$ cat src/rtl/rv_buf_n.sv
// rv_buf_n: valid/ready elastic buffer with configurable depth and width.
// It breaks the forward (valid/data) and backward (ready) timing paths and still
// sustains one word per cycle. It also reports occupancy, raises an almost-full flag
// and supports a synchronous flush.
//
// Ports:
//   i_clk           clock, every flop updates on the rising edge
//   i_rst           synchronous active-high reset
//   i_flush         synchronous clear of all stored entries
//   i_datain        upstream data
//   i_datain_val    upstream valid
//   o_datain_rdy    buffer can accept (count != depth)
//   o_dataout       head-of-buffer data (0 while empty)
//   o_dataout_val   head entry valid (count != 0)
//   i_dataout_rdy   downstream ready
//   o_count         number of stored entries
//   o_almost_full   count >= af_level
module rv_buf_n #(
  parameter int unsigned wd       = 4,
  parameter int unsigned depth    = 4,
  parameter int unsigned af_level = 3,
  parameter int unsigned cw       = $clog2(depth + 1)
) (
  input  logic          i_clk,
  input  logic          i_rst,
  input  logic          i_flush,
  input  logic [wd-1:0] i_datain,
  input  logic          i_datain_val,
  output logic          o_datain_rdy,
  output logic [wd-1:0] o_dataout,
  output logic          o_dataout_val,
  input  logic          i_dataout_rdy,
  output logic [cw-1:0] o_count,
  output logic          o_almost_full
);

  localparam int unsigned pw = (depth > 1) ? $clog2(depth) : 1;
  localparam logic [cw-1:0] c_depth = cw'(depth);
  localparam logic [cw-1:0] c_af    = cw'(af_level);
  localparam logic [pw-1:0] c_last  = pw'(depth - 1);

  logic [wd-1:0] r_mem [depth];
  logic [pw-1:0] r_wptr, r_rptr;
  logic [cw-1:0] r_count;
  logic          r_af;

  logic          w_push, w_pop;
  logic [pw-1:0] w_wptr_d, w_rptr_d;
  logic [cw-1:0] w_count_d;

  // Handshake outputs depend only on registered occupancy. No input reaches an output.
  assign o_datain_rdy  = (r_count != c_depth);
  assign o_dataout_val = (r_count != '0);
  assign o_dataout     = o_dataout_val ? r_mem[r_rptr] : '0;
  assign o_count       = r_count;
  assign o_almost_full = r_af;

  assign w_push = i_datain_val & o_datain_rdy;
  assign w_pop  = o_dataout_val & i_dataout_rdy;

  always_comb begin
    w_wptr_d  = r_wptr;
    w_rptr_d  = r_rptr;
    w_count_d = r_count;
    if (i_flush) begin
      // Flush discards any push or pop that happens in the same cycle.
      w_wptr_d  = '0;
      w_rptr_d  = '0;
      w_count_d = '0;
    end else begin
      if (w_push) w_wptr_d = (r_wptr == c_last) ? '0 : r_wptr + 1'b1;
      if (w_pop)  w_rptr_d = (r_rptr == c_last) ? '0 : r_rptr + 1'b1;
      case ({w_push, w_pop})
        2'b10:   w_count_d = r_count + 1'b1;
        2'b01:   w_count_d = r_count - 1'b1;
        default: w_count_d = r_count;
      endcase
    end
  end

  always_ff @(posedge i_clk) begin
    if (i_rst) begin
      r_wptr  <= '0;
      r_rptr  <= '0;
      r_count <= '0;
      r_af    <= 1'b0;
    end else begin
      r_wptr  <= w_wptr_d;
      r_rptr  <= w_rptr_d;
      r_count <= w_count_d;
      r_af    <= (w_count_d >= c_af);
    end
  end

  // Storage needs no reset. Stale entries are never visible because of the count
  // and the output gating.
  always_ff @(posedge i_clk) begin
    if (!i_rst && !i_flush && w_push) r_mem[r_wptr] <= i_datain;
  end

endmodule

$ cat config.mk
export PLATFORM = sky130hd
export DESIGN_NAME = rv_buf_n
export DESIGN_NICKNAME = d
export VERILOG_FILES = /design/src/rtl/rv_buf_n.sv
export SDC_FILE = /design/constraint.sdc
export NUM_CORES = 1
export LEC_CHECK = 0
export ABC_AREA = 1
export ABC_CLOCK_PERIOD_IN_PS = 1950
export BUFFER_PORTS_ARGS = -buffer_cell sky130_fd_sc_hd__clkbuf_2
export CORE_MARGIN = 3
export CORE_UTILIZATION = 54
export DETAILED_ROUTE_END_ITERATION = 10
export PLACE_DENSITY = 0.77
export SLEW_MARGIN = 10
export SYNTH_ARGS = -nofsm -noshare
export SYNTH_HDL_FRONTEND = slang
export SYNTH_SLANG_ARGS = --single-unit
$ cat constraint.sdc
create_clock -name i_clk -period 1.95 [get_ports i_clk]
set_input_delay 0.2925 -clock i_clk [delete_from_list [all_inputs] [get_ports i_clk]]
set_output_delay 0.2925 -clock i_clk [all_outputs]
set_load 0.02 [all_outputs]
Yosys cells after proc, flatten, opt, wreduce, memory -nomap -nowiden
Memories as Yosys holds them, arrays and structs flattened. A register that Yosys moved wholly into a read port is not among the register bits.
Cells that the tools add are included.
Storage, ports and cells
  bits in registers: 8
  RAM bits: 16
  memories: 1
Cells by class
  add/subtract/negate cells: 4
  magnitude comparators: 1
  eq/ne operators: 5
  mux-type cells: 9
  bitwise operators: 2
  reductions and logical operators: 6
Memories
  r_mem: words 4, bits a word 4, rd ports 1, clocked after memory_dff 1, wr ports 1, line 42  | logic [wd-1:0] r_mem [depth];
Operator list (number)
  2-bit 2-to-1 mux: 4
  2-bit equality test (second input constant): 3
  3-bit case mux with 2 select lines: 1
  2-bit by 1-bit adder with 2-bit output (second input constant): 2
  4-bit 2-to-1 mux: 1
  3-bit by 1-bit adder with 3-bit output (second input constant): 1
  3-bit by 2-bit >= comparator with 1-bit output (second input constant): 1
  3-bit 2-to-1 mux: 1
  3-bit inequality test (second input constant): 1
  3-bit nonzero test: 1
  3-bit by 1-bit subtractor with 3-bit output (second input constant): 1
  1-bit bitwise AND: 2
  2-bit by 1-bit equality test with 1-bit output (second input constant): 1
  1-bit logical AND: 2
  1-bit logical NOT: 2
  1-bit 2-to-1 mux: 2
  2-bit OR reduction: 1

Depth between registers and ports, before layout
  word-level depth: 6
  gate-level depth with buffers: 12

Worst setup path before layout
Ideal clock, no wire load.
  kind: reg-to-reg
  start: reg r_count[0] (netlist: o_count[0])
  end: reg r_af (netlist: o_almost_full)
  arrival: 2017 ps
  setup slack: -125 ps
  stages on the path, launching flop included: 11
  clock period less this slack: 2075 ps
  path through: dfxtp_1 -> inv_1 -> nand3_2 -> and2_4 -> inv_1 -> ha_1 -> fa_1 -> nor2_1 -> nor3_1 -> nand2_1 -> nand2_1
On the way
  cells in the longest elaborated chain, start to end: 6
  elaborated cells on any way between the ends: 11
Ends and longest elaborated chain
  start: declaration: line 44  | logic [cw-1:0] r_count;
  start signal: assignment: line 90  | r_count <= w_count_d;
  3-bit inequality test (*): line 52  | assign o_datain_rdy = (r_count != c_depth);
  via o_datain_rdy: line 29  | output logic o_datain_rdy,
  1-bit bitwise AND (*): line 58  | assign w_push = i_datain_val & o_datain_rdy;
  2-bit by 1-bit equality test with 1-bit output / 2-bit equality test (equally long branches): line 73  | case ({w_push, w_pop})
  3-bit case mux with 2 select lines (*): line 73
  3-bit 2-to-1 mux (*): line 65  | if (i_flush) begin
  3-bit by 2-bit >= comparator with 1-bit output (*): line 91  | r_af <= (w_count_d >= c_af);
  end signal: assignment: line 91
  end: declaration: line 45  | logic r_af;
The timed path passes the listed nets; every way through them passes the cells marked *.
A chain may end at the register's enable or synchronous reset.

Final worst setup path
  start: reg r_count[1] (netlist: o_count[1])
  end: reg r_af (netlist: o_almost_full)
On the way
  cells in the longest elaborated chain, start to end: 6
  elaborated cells on any way between the ends: 11
Ends and longest elaborated chain (line)
  3-bit inequality test / 3-bit nonzero test (equally long branches): 52, 53
  1-bit bitwise AND, on equally long branches: 58, 59
  2-bit by 1-bit equality test with 1-bit output / 2-bit equality test (equally long branches): 73
  3-bit case mux with 2 select lines (*): 73
  3-bit 2-to-1 mux (*): 65
  3-bit by 2-bit >= comparator with 1-bit output (*): 91
Every way passes the cells marked *; elsewhere a longest branch is shown, timed or not.

==> results.yml <==
run_status:
  status: "finished clean"
sta:
  setup_viol: 0
  fin_hold_ws_ns: 0.1733
  tns_ns: 0
  layout_min_cycle_time_ns: 1.880
  max_slew_margin_pct: 73.40
  clock_skew_ns: 0.004636
  clock.fmax_mhz: 531.9
  timing.final.crit_share_pct: 96.42
  worst_pin_slew_ns: 0.3975
  hold_violations: 0
  slew_viol_final: 0
pwr:
  p_per_area_nw_per_um2: 789.4
  leakage_nw: 0.6212
  vdd_ir_drop_max_mv: 0.6193
  power_mw: 1.140
hold_path:
  whs_path_depth: 1
  min-delay-start: "i_datain[0]"
  hold_path_end: "r_mem[0][0]"
  hold_class: "input port to flip-flop"
route:
  wl_per_cell_um: 11.42
  drt_iter0_drc: 11
  num_vias: 873
  wl_um: 2021
  route.detailed.drc: 0
  first_pass_iters: 4
  vias_per_cell: 4.932
  antenna_left: 0
global_route:
  antenna_found_initial: 0
  grt_max_degree: 16
  grt_pass1_vias: 719
  grt_overflow: 0
  grt_use_total_pct: 15.67
  grt_pass1_wl_um: 3029
yosys:
  muxShareOfSynthArea_pct: 0
  syn-cell-area_um2: 1189
  synth_xor_area_share_pct: 0
  yosysMostFrequentCell: "nor2_1"
  ys_ff_latch: 26
  syn-num-nets: 139
  synth_area_per_cell_um2: 9.664
  synth_common_cells: "nor2_1, inv_1, edfxtp_1"
  ys_seq_area_share_pct: 57.26
  async_flop_share_pct: 0
  synth_edf_count: 16
  yosys.area.top_type: "edfxtp_1"
  synthDistinctLibCells: 22
  synth_top_area_share_pct: 40.42
  yosys-top-cells-area: "edfxtp_1, dfxtp_1, nor2_1, ha_1, inv_1"
  synth-main-ff-cell: "edfxtp_1"
  syn-instance-count: 123
  synth_compound_area_share_pct: 6.632
  synthAdderAreaFrac_pct: 8.000
  synth_top_family_by_area: "simple AND/OR/NAND/NOR gates"
  yosysWarningCount: 0
  synth-simple-area-share_pct: 22.00
clocking:
  h-tree-depth: 1
  cts_tree: "yes"
  path_clk_slew_ns: 0.13
  cts_sinks: 26
  cts_hold_buf: 0
  root_buffer: "clkbuf_4"
  insertion_delay_ns: 0.32
  cts-buffers-inserted: 3
  clock_path_buffers: 2
finish:
  final_area_um2: 1444
  fin_util_pct: 71.41
  area_growth_pct: 21.47
  nNetsFinal: 167
  drive_gt1_share_pct: 30.67
  n_antenna_cell: 0
worst_setup_path:
  r2r-end: "o_almost_full"
  crit_arrival_ns: 2.15
  crit_chain: "inv_4, nand3_2, and2_4, inv_2, ha_4, fa_2, nor2_4, nor3_2, nand2_1, nand2_1"
  cp_common_cell: "nand2_1"
  timing.rr.start: "o_count[1]"
  slowest_delay_ns: 0.59
  reg2regPathDepth: 10
  startpoint_type: "flip-flop"
  required_ns: 2.22
  critical_path_class: "flip-flop to flip-flop"
  reg2reg_slack_ns: 0.07
  cp_max_fo: 4
  slowest_stage: "fa_2"
  cp-end-kind: "flip-flop"
place:
  portBuffers: 18
  place_area_um2: 1325
  dp_hpwl_um: 1427
  gp_congestion: 0.7262
floorplanning:
  fp.coreArea_um2: 2022
  die_area_um2: 2800
  boundaryPins: 19
  die_h_um: 52.92
  std_cell_rows: 16
  start_util_pct: 58.79
  die_x_um: 52.92
run:
  cap_violations: 0
[worst max-delay path by stage]
stage,startpoint,endpoint,slack [ns],cells after the start
6_report,o_count[1],o_almost_full,0.07,10
5_1_grt,o_count[1],o_almost_full,-0.03,10
4_1_cts,o_count[0],o_almost_full,0.01,10
3_5_place_dp,o_count[0],o_almost_full,0.04,10
3_3_place_gp,o_count[0],o_almost_full,0.12,10
2_1_floorplan,o_count[0],o_almost_full,0.007,10
[flip-flops by register name (all words and copies together), names as in the netlist, named ones only]
name,count
r_rptr,2
r_mem,16
o_count,3
o_almost_full,1
r_wptr,2
[power breakdown]
group	leakage, nW	internal [mW]	switching [mW]
registers	0.228	0.595	0.0118
clock network	0.0279	0.208	0.155
logic	0.366	0.0692	0.101
total	0.621	0.873	0.267
[layer usage]
metal,up-vias,GRT usage [%],part of all wire [%]
met1,397,18.60,42
li1,453,-,-
met2,18,25.83,51
met3,5,2.817,4.3
met4,0,10.21,2.6
met5,-,0,0
[per-stage QoR]
stage | setup slack, ns | cells
2_1_floorplan | 0.007165 | 123
3_3_place_gp | 0.1227 | 169
3_5_place_dp | 0.03718 | 169
4_1_cts | 0.01277 | 173
5_1_grt | -0.03275 | 177
6_report | 0.06988 | 177
[final cells by class]
type                    instances  area [um^2]
well taps                      27        33.78
fillers                       152        578.1
clock buffers                   3        22.52
flip-flops and latches         26        689.4
inverters                      18        70.07
clock inverters                 1        30.03
multi-input cells              78        462.9
repair buffers                 24        135.1
[timing repair]
item,4_1_cts,5_1_grt
gates resized for setup,0,13
setup buffers,0,4
setup endpoints to repair,0,4
endpoints found under the hold margin,0,0
[cell families (layout without fill, tap and decap cells)]
group / count (synthesis) / after routing
and+or+nand+nor: 56 / 56
buffers and inverters: 19 / 46
DFF: 26 / 26
AOI/OAI and AO/OA: 15 / 15
adders and majority gates: 7 / 7
[cells in the final DEF (no fill, tap or decap), types with 2 or more instances in the layout]
cell type	Yosys	layout
edfxtp_1	16	16
dfxtp_4	0	2
a21oi_1	6	6
dfxtp_1	10	7
nor2_1	30	29
clkbuf_4	0	3
buf_4	0	6
inv_2	0	2
o21ai_0	8	8
nor2_4	1	2
inv_1	18	15
nand3_1	4	4
nand2_1	10	10
nand3b_1	2	2
nand3_2	2	2
ha_1	6	5
clkbuf_2	0	18
[critical path, delay by kind of cell, from the launching register on]
family / cells / cell delay [ns]
buffers and inverters: 2 / 0.09
and+or+nand+nor: 6 / 0.57
adders and majority gates: 2 / 0.75
DFF: 1 / 0.41
No activity file was read; power rests on OpenSTA's default activity.
